$ cat src/rtl/cpu_decode_pkg.sv
// Shared encodings for the Moxie decode stage: instruction forms, FSM states,
// register index names and the set of opcodes that carry a 32-bit immediate.
package cpu_decode_pkg;

  typedef enum logic [1:0] {
    FORM1 = 2'd0,
    FORM2 = 2'd2,
    FORM3 = 2'd3
  } form_e;

  typedef enum logic [1:0] {
    ST_OP     = 2'd0,
    ST_IMM_HI = 2'd1,
    ST_IMM_LO = 2'd2,
    ST_ISSUE  = 2'd3
  } state_e;

  localparam logic [3:0] REG_FP = 4'd0;
  localparam logic [3:0] REG_SP = 4'd1;
  localparam logic [3:0] REG_R0 = 4'd2;

  // form1 opcodes followed by two immediate halfwords
  function automatic logic is_long(input logic [7:0] opcode);
    case (opcode)
      8'h01, 8'h03, 8'h08, 8'h09, 8'h0c, 8'h0d, 8'h1a, 8'h1b, 8'h1d,
      8'h1f, 8'h20, 8'h22, 8'h24, 8'h36, 8'h37, 8'h38, 8'h39: is_long = 1'b1;
      default: is_long = 1'b0;
    endcase
  endfunction

endpackage

$ cat src/rtl/cpu_decode_if.sv
// Fetch-to-decode halfword stream and decode-to-execute bundle handshake.
interface cpu_decode_if;
  logic        fetch_valid_i;
  logic [15:0] fetch_data_i;
  logic        fetch_ready_o;
  logic        dec_valid_o;
  logic        dec_ready_i;
  logic [1:0]  dec_form_o;
  logic [7:0]  dec_opcode_o;
  logic [3:0]  dec_rega_o;
  logic [3:0]  dec_regb_o;
  logic [31:0] dec_imm_o;
  logic        dec_long_o;

  modport master (
    output fetch_valid_i, fetch_data_i, dec_ready_i,
    input  fetch_ready_o, dec_valid_o, dec_form_o, dec_opcode_o,
           dec_rega_o, dec_regb_o, dec_imm_o, dec_long_o
  );

  modport slave (
    input  fetch_valid_i, fetch_data_i, dec_ready_i,
    output fetch_ready_o, dec_valid_o, dec_form_o, dec_opcode_o,
           dec_rega_o, dec_regb_o, dec_imm_o, dec_long_o
  );
endinterface

$ cat src/rtl/cpu_decode_fields.sv
// Combinational field extraction for one opcode halfword: form, opcode,
// register fields, read indices and extended immediate.
module cpu_decode_fields
  import cpu_decode_pkg::*;
(
  input  logic [15:0] hw,
  output form_e       form,
  output logic [7:0]  opcode,
  output logic [3:0]  rega,
  output logic [3:0]  regb,
  output logic [3:0]  index1,
  output logic [3:0]  index2,
  output logic [31:0] imm,
  output logic        long_op
);

  always_comb begin
    form    = FORM1;
    opcode  = hw[15:8];
    rega    = hw[7:4];
    regb    = hw[3:0];
    index1  = hw[7:4];
    index2  = hw[3:0];
    imm     = 32'd0;
    long_op = 1'b0;
    if (!hw[15]) begin
      long_op = is_long(hw[15:8]);
    end else if (!hw[14]) begin
      form   = FORM2;
      opcode = {6'd0, hw[13:12]};
      rega   = hw[11:8];
      regb   = 4'd0;
      index1 = hw[11:8];
      index2 = hw[11:8];
      imm    = {24'd0, hw[7:0]};
    end else begin
      // branch offset is in halfwords, so scale by two after sign extension
      form   = FORM3;
      opcode = {4'd0, hw[13:10]};
      rega   = 4'd0;
      regb   = 4'd0;
      index1 = REG_FP;
      index2 = REG_FP;
      imm    = {{21{hw[9]}}, hw[9:0], 1'b0};
    end
  end

endmodule

$ cat src/rtl/cpu_decode.sv
// Moxie decode stage: assembles long instructions, strobes the register-file
// read port and holds the decoded bundle for execute.
//
// state     | meaning
// ----------+--------------------------------------------------
// ST_OP     | waiting for an opcode halfword
// ST_IMM_HI | waiting for immediate bits [31:16]
// ST_IMM_LO | waiting for immediate bits [15:0]
// ST_ISSUE  | bundle held on dec_valid_o until execute takes it
module cpu_decode
  import cpu_decode_pkg::*;
(
  input  logic         clk_i,
  input  logic         rst_i,
  input  logic         flush_i,
  cpu_decode_if.slave  bus,
  output logic [3:0]   reg_read_index1_o,
  output logic [3:0]   reg_read_index2_o,
  output logic         read_enable_o
);

  state_e      state_q, state_d;
  logic        fetch_ready;
  logic        accept;
  logic        op_accept;

  form_e       f_form;
  logic [7:0]  f_opcode;
  logic [3:0]  f_rega, f_regb, f_index1, f_index2;
  logic [31:0] f_imm;
  logic        f_long;

  form_e       form_q;
  logic [7:0]  opcode_q;
  logic [3:0]  rega_q, regb_q;
  logic [31:0] imm_q;
  logic        long_q;
  logic        valid_q;

  cpu_decode_fields u_fields (
    .hw      (bus.fetch_data_i),
    .form    (f_form),
    .opcode  (f_opcode),
    .rega    (f_rega),
    .regb    (f_regb),
    .index1  (f_index1),
    .index2  (f_index2),
    .imm     (f_imm),
    .long_op (f_long)
  );

  // ready depends on dec_ready_i so a handoff and the next opcode share a cycle
  assign fetch_ready = !rst_i && (state_q != ST_ISSUE || bus.dec_ready_i);
  assign accept      = bus.fetch_valid_i && fetch_ready && !flush_i;
  assign op_accept   = accept && (state_q == ST_OP || state_q == ST_ISSUE);

  always_comb begin
    state_d = state_q;
    if (flush_i) begin
      state_d = ST_OP;
    end else begin
      case (state_q)
        ST_OP: begin
          if (accept) state_d = f_long ? ST_IMM_HI : ST_ISSUE;
        end
        ST_IMM_HI: begin
          if (accept) state_d = ST_IMM_LO;
        end
        ST_IMM_LO: begin
          if (accept) state_d = ST_ISSUE;
        end
        ST_ISSUE: begin
          if (accept) state_d = f_long ? ST_IMM_HI : ST_ISSUE;
          else if (bus.dec_ready_i) state_d = ST_OP;
        end
        default: state_d = ST_OP;
      endcase
    end
  end

  always_ff @(posedge clk_i) begin
    if (rst_i) begin
      state_q           <= ST_OP;
      read_enable_o     <= 1'b0;
      reg_read_index1_o <= 4'd0;
      reg_read_index2_o <= 4'd0;
      form_q            <= FORM1;
      opcode_q          <= 8'd0;
      rega_q            <= 4'd0;
      regb_q            <= 4'd0;
      imm_q             <= 32'd0;
      long_q            <= 1'b0;
      valid_q           <= 1'b0;
    end else begin
      state_q       <= state_d;
      read_enable_o <= op_accept;
      if (op_accept) begin
        reg_read_index1_o <= f_index1;
        reg_read_index2_o <= f_index2;
        form_q            <= f_form;
        opcode_q          <= f_opcode;
        rega_q            <= f_rega;
        regb_q            <= f_regb;
        imm_q             <= f_imm;
        long_q            <= 1'b0;
        valid_q           <= !f_long;
      end else if (accept && state_q == ST_IMM_HI) begin
        imm_q[31:16] <= bus.fetch_data_i;
      end else if (accept && state_q == ST_IMM_LO) begin
        imm_q[15:0] <= bus.fetch_data_i;
        long_q      <= 1'b1;
        valid_q     <= 1'b1;
      end else if (state_q == ST_ISSUE && bus.dec_ready_i) begin
        valid_q <= 1'b0;
      end
      if (flush_i) valid_q <= 1'b0;
    end
  end

  assign bus.fetch_ready_o = fetch_ready;
  assign bus.dec_valid_o   = valid_q;
  assign bus.dec_form_o    = form_q;
  assign bus.dec_opcode_o  = opcode_q;
  assign bus.dec_rega_o    = rega_q;
  assign bus.dec_regb_o    = regb_q;
  assign bus.dec_imm_o     = imm_q;
  assign bus.dec_long_o    = long_q;

endmodule

$ cat src/flat_wrapper.sv
// flat-port wrapper written by rule: the top's interface ports become plain ports
module cpu_decode_flat import cpu_decode_pkg::*;
  (clk_i, rst_i, flush_i, reg_read_index1_o, reg_read_index2_o, read_enable_o, bus_fetch_valid_i, bus_fetch_data_i, bus_dec_ready_i, bus_fetch_ready_o, bus_dec_valid_o, bus_dec_form_o, bus_dec_opcode_o, bus_dec_rega_o, bus_dec_regb_o, bus_dec_imm_o, bus_dec_long_o);
  cpu_decode_if bus_i ();
  input  logic clk_i;
  input  logic rst_i;
  input  logic flush_i;
  output logic [3:0] reg_read_index1_o;
  output logic [3:0] reg_read_index2_o;
  output logic read_enable_o;
  input wire logic [$bits(bus_i.fetch_valid_i)-1:0] bus_fetch_valid_i;
  input wire logic [$bits(bus_i.fetch_data_i)-1:0] bus_fetch_data_i;
  input wire logic [$bits(bus_i.dec_ready_i)-1:0] bus_dec_ready_i;
  output wire logic [$bits(bus_i.fetch_ready_o)-1:0] bus_fetch_ready_o;
  output wire logic [$bits(bus_i.dec_valid_o)-1:0] bus_dec_valid_o;
  output wire logic [$bits(bus_i.dec_form_o)-1:0] bus_dec_form_o;
  output wire logic [$bits(bus_i.dec_opcode_o)-1:0] bus_dec_opcode_o;
  output wire logic [$bits(bus_i.dec_rega_o)-1:0] bus_dec_rega_o;
  output wire logic [$bits(bus_i.dec_regb_o)-1:0] bus_dec_regb_o;
  output wire logic [$bits(bus_i.dec_imm_o)-1:0] bus_dec_imm_o;
  output wire logic [$bits(bus_i.dec_long_o)-1:0] bus_dec_long_o;
  assign bus_i.fetch_valid_i = bus_fetch_valid_i;
  assign bus_i.fetch_data_i = bus_fetch_data_i;
  assign bus_i.dec_ready_i = bus_dec_ready_i;
  assign bus_fetch_ready_o = bus_i.fetch_ready_o;
  assign bus_dec_valid_o = bus_i.dec_valid_o;
  assign bus_dec_form_o = bus_i.dec_form_o;
  assign bus_dec_opcode_o = bus_i.dec_opcode_o;
  assign bus_dec_rega_o = bus_i.dec_rega_o;
  assign bus_dec_regb_o = bus_i.dec_regb_o;
  assign bus_dec_imm_o = bus_i.dec_imm_o;
  assign bus_dec_long_o = bus_i.dec_long_o;
  cpu_decode u_core (.clk_i(clk_i), .rst_i(rst_i), .flush_i(flush_i), .bus(bus_i), .reg_read_index1_o(reg_read_index1_o), .reg_read_index2_o(reg_read_index2_o), .read_enable_o(read_enable_o));
endmodule
$ cat config.mk
export PLATFORM = sky130hd
export DESIGN_NAME = cpu_decode_flat
export DESIGN_NICKNAME = d
export VERILOG_FILES = /design/src/rtl/cpu_decode_pkg.sv /design/src/rtl/cpu_decode_if.sv /design/src/rtl/cpu_decode_fields.sv /design/src/rtl/cpu_decode.sv /design/src/flat_wrapper.sv
export SDC_FILE = /design/constraint.sdc
export NUM_CORES = 1
export LEC_CHECK = 0
export ABC_AREA = 1
export BUFFER_PORTS_ARGS = -buffer_cell sky130_fd_sc_hd__buf_2
export CELL_PAD_IN_SITES_DETAIL_PLACEMENT = 0
export CELL_PAD_IN_SITES_GLOBAL_PLACEMENT = 1
export CORE_MARGIN = 4
export CORE_UTILIZATION = 25
export CTS_CLUSTER_DIAMETER = 150
export DETAILED_ROUTE_END_ITERATION = 6
export PLACE_DENSITY = 0.57
export SLEW_MARGIN = 30
export SYNTH_ARGS = -nofsm -noshare
export SYNTH_HDL_FRONTEND = slang
export SYNTH_SLANG_ARGS = --single-unit
$ cat constraint.sdc
create_clock -name clk_i -period 3.7 [get_ports clk_i]
set_input_delay 0.185 -clock clk_i [delete_from_list [all_inputs] [get_ports clk_i]]
set_output_delay 0.185 -clock clk_i [all_outputs]
set_load 0.01 [all_outputs]
==> results.tsv <==
metric	value	unit
status	complete, no violations	
diodes	0	
syn_avg_cell_area	7.33	um^2
die_h	110	um
cts_made_buffers	9	
hold_end	u_core.reg_read_index1_o[1]$_SDFFE_PP0P_	
hold_ws	0.124	ns
p_leak	1.64	nW
hpwl	6050	um
place_area	3060	um^2
viasPerCell	4.44	
syn_nets	380	
rows	36	
drc	0	
hold_depth	3	
cts.sinks	58	
hp-start	bus_fetch_data_i[5]	
gp_congestion	0.790	
grt_pass1_wl	12600	um
grt-ovfl-total	0	
async_flop_share	0	%
initial_utilization	26.1	%
antenna_found_initial	0	
drtAntennaViolNets	0	
clkLatencyLatePin	0.33	ns
die_w	110	um
wl_per_cell	14.3	um
grt_pass1_vias	2432	
fin_nets	455	
yosys_warnings	0	
routed-via-count	2513	
synth_cells	354	
p_sw	0.000406	W
drt-pass1-iter-count	6	
maxCapViolCount	0	
pwr-share-seq	47.0	%
hold_viol_final	0	
num_io_pins	83	
clkTransAtPathRegs	0.07	ns
start_kind	flop	
switching_share	28.2	%
crit_type	flop to flop	
setup-tns-final	0	ns
cts_tree	yes	
holdBufCountCts	0	
htree_levels	3	
cts_root_buf	clkbuf_8	
fmax	464	MHz
portBuffers	81	
synth_cell_types	29	
cp_max_fo	27	
slew_viol_final	0	
synth-seq-cells	58	
r2r_slack	1.54	ns
setup_violations	0	
cts_setup_buffers	0	
power.density	444	nW/um^2
peakVddDrop	0.152	mV
first_iter_violations	145	
fin_crit_sh	58.3	%
rsz0062_at_grt	no	
cp.required	3.92	ns
r2r_start	u_core.state_q[0]$_SDFFE_PP0P_	
worstPathArrival	2.37	ns
p_total	0.00144	W
synth_ff_type	dfxtp_1	
power_frac_comb	14.1	%
r2r_end	u_core.bus.dec_valid_o$_SDFFE_PP0P_	
routed_wl	8080	um
p_int	0.00103	W
grt_max_degree	33	
synth_area	2590	um^2
worst_pin_slew	0.801	ns
slew_headroom	46.5	%
area_growth	25.0	%
period_needed	2.16	ns
seq_area_frac_synth	44.7	%
min_path_type	input port to flop	
final.setup_skew	0.00562	ns
rr_worst_depth	9	
cts.path.max_buffers	2	
fin_area	3240	um^2
cp-end-kind	flop	
track_usage	13.7	%
cts_resized	0	
synth_enable_flop_cells	0	
clkPwrFrac	38.8	%
drive_above_1_share	25.9	%
design.core.area	9950	um^2
die_area	12100	um^2
==> cells in the final DEF, fill, tap and decap left out <==
cell type    n
a21oi_1     24
a21oi_2      1
nor2_4       3
nor2_1      42
conb_1       1
o211ai_1     1
a21boi_0     2
nand2_2      4
nor2_8       1
o21a_1       1
a221oi_1     1
nand3_2      1
a22o_1       1
clkinv_2     4
o21ai_1      5
nand2_4      1
buf_2       81
ha_1         5
dfxtp_1     58
nand2_1    102
inv_2        2
clkinv_4     1
a21boi_4     1
bufinv_16    1
buf_4        2
clkbuf_8     9
o22ai_1      1
o21ai_0     39
inv_1       16
nand3_1     16
a31oi_1      6
==> final cells by class <==
class                   instances  area (um^2)
fillers                      1120         6710
multi-input cells             259         1250
flip-flops and latches         58         1160
repair buffers                 83          420
well taps                     133          166
clock buffers                   9          124
inverters                      18         67.6
clock inverters                 6         58.8
==> per-layer routing <==
metal | up-vias | global-route usage [%] | share of wire [%] | wire [um]
li1 | 1297 | - | - | -
met1 | 1147 | 16.3 | 45 | 3620
met2 | 63 | 23.8 | 49 | 3930
met3 | 6 | 4.05 | 5.5 | 443
met4 | 0 | 3.47 | 0.97 | 78
met5 | - | 0 | 0 | 0
==> worst max-delay path, stage by stage, from the launching register on <==
cell and delay (ns):
dfxtp_1 0.40, inv_1 0.10, ha_1 0.39, inv_1 0.10, nand2_4 0.25, nand2_2 0.34
inv_1 0.29, nand2_1 0.08, nand2_1 0.06, nor2_1 0.03
==> sequential cells by signal, indices dropped and copies added (netlist names) <==
| name | cells |
|---|---|
| u_core.bus.dec_long_o | 1 |
| u_core.bus.dec_regb_o | 4 |
| u_core.read_enable_o | 1 |
| u_core.state_q | 2 |
| u_core.reg_read_index1_o | 4 |
| u_core.reg_read_index2_o | 4 |
| u_core.bus.dec_valid_o | 1 |
| u_core.bus.dec_form_o | 2 |
| u_core.bus.dec_opcode_o | 7 |
| u_core.bus.dec_imm_o | 32 |
==> logic make-up after synthesis <==
logic type | Yosys count | share of synthesized area (%)
AND/OR/NAND/NOR | 170 | 27.8
adder cells (fa/ha/maj) | 5 | 2.41
AO/OA/AOI/OAI | 83 | 17.7
buffers and inverters | 37 | 7.23
flip-flops | 58 | 44.7
other | 1 | 0.145
==> how the worst max path moves through the flow <==
| stage | startpoint | to | slack, ns |
|---|---|---|---|
| floorplan | u_core.state_q[0]$_SDFFE_PP0P_ | u_core.bus.dec_imm_o[14]$_SDFFE_PP0P_ | 2.12 |
| global placement | u_core.state_q[0]$_SDFFE_PP0P_ | u_core.bus.dec_valid_o$_SDFFE_PP0P_ | 1.57 |
| detailed placement | u_core.state_q[0]$_SDFFE_PP0P_ | u_core.bus.dec_valid_o$_SDFFE_PP0P_ | 1.51 |
| CTS | u_core.state_q[0]$_SDFFE_PP0P_ | u_core.bus.dec_valid_o$_SDFFE_PP0P_ | 1.50 |
| global route | u_core.state_q[0]$_SDFFE_PP0P_ | u_core.bus.dec_valid_o$_SDFFE_PP0P_ | 1.29 |
| finish | u_core.state_q[0]$_SDFFE_PP0P_ | u_core.bus.dec_valid_o$_SDFFE_PP0P_ | 1.54 |
==> cell usage after synthesis, drive strengths merged (3+ instances only) <==
cell type	n	area, um^2
nand2	107	419
dfxtp	58	1160
nor2	46	211
o21ai	44	220
a21oi	25	129
inv	18	67.6
nand3	17	90.1
buf	14	101
a31oi	6	37.5
clkbuf	5	18.8
ha	5	62.6
a21boi	3	33.8
==> per-stage QoR <==
step	std cells	utilization (%)	setup WS [ns]
4_1_cts	566	32.6	1.50
6_report	566	32.6	1.54
5_1_grt	566	32.6	1.29
3_3_place_gp	551	30.8	1.57
2_1_floorplan	354	-	2.12
3_5_place_dp	551	30.8	1.51
==> power groups by stage <==
| stage | Sequential, W | Combinational [W] | Clock, W |
|---|---|---|---|
| floorplan | 0.000705 | 0.000110 | 0 |
| global placement | 0.000692 | 0.000207 | 0 |
| detailed placement | 0.000692 | 0.000207 | 0 |
| CTS | 0.000678 | 0.000208 | 0.000577 |
| global route | 0.000682 | 0.000231 | 0.000603 |
| finish | 0.000677 | 0.000203 | 0.000559 |
Power figures use the tool's default switching activity.
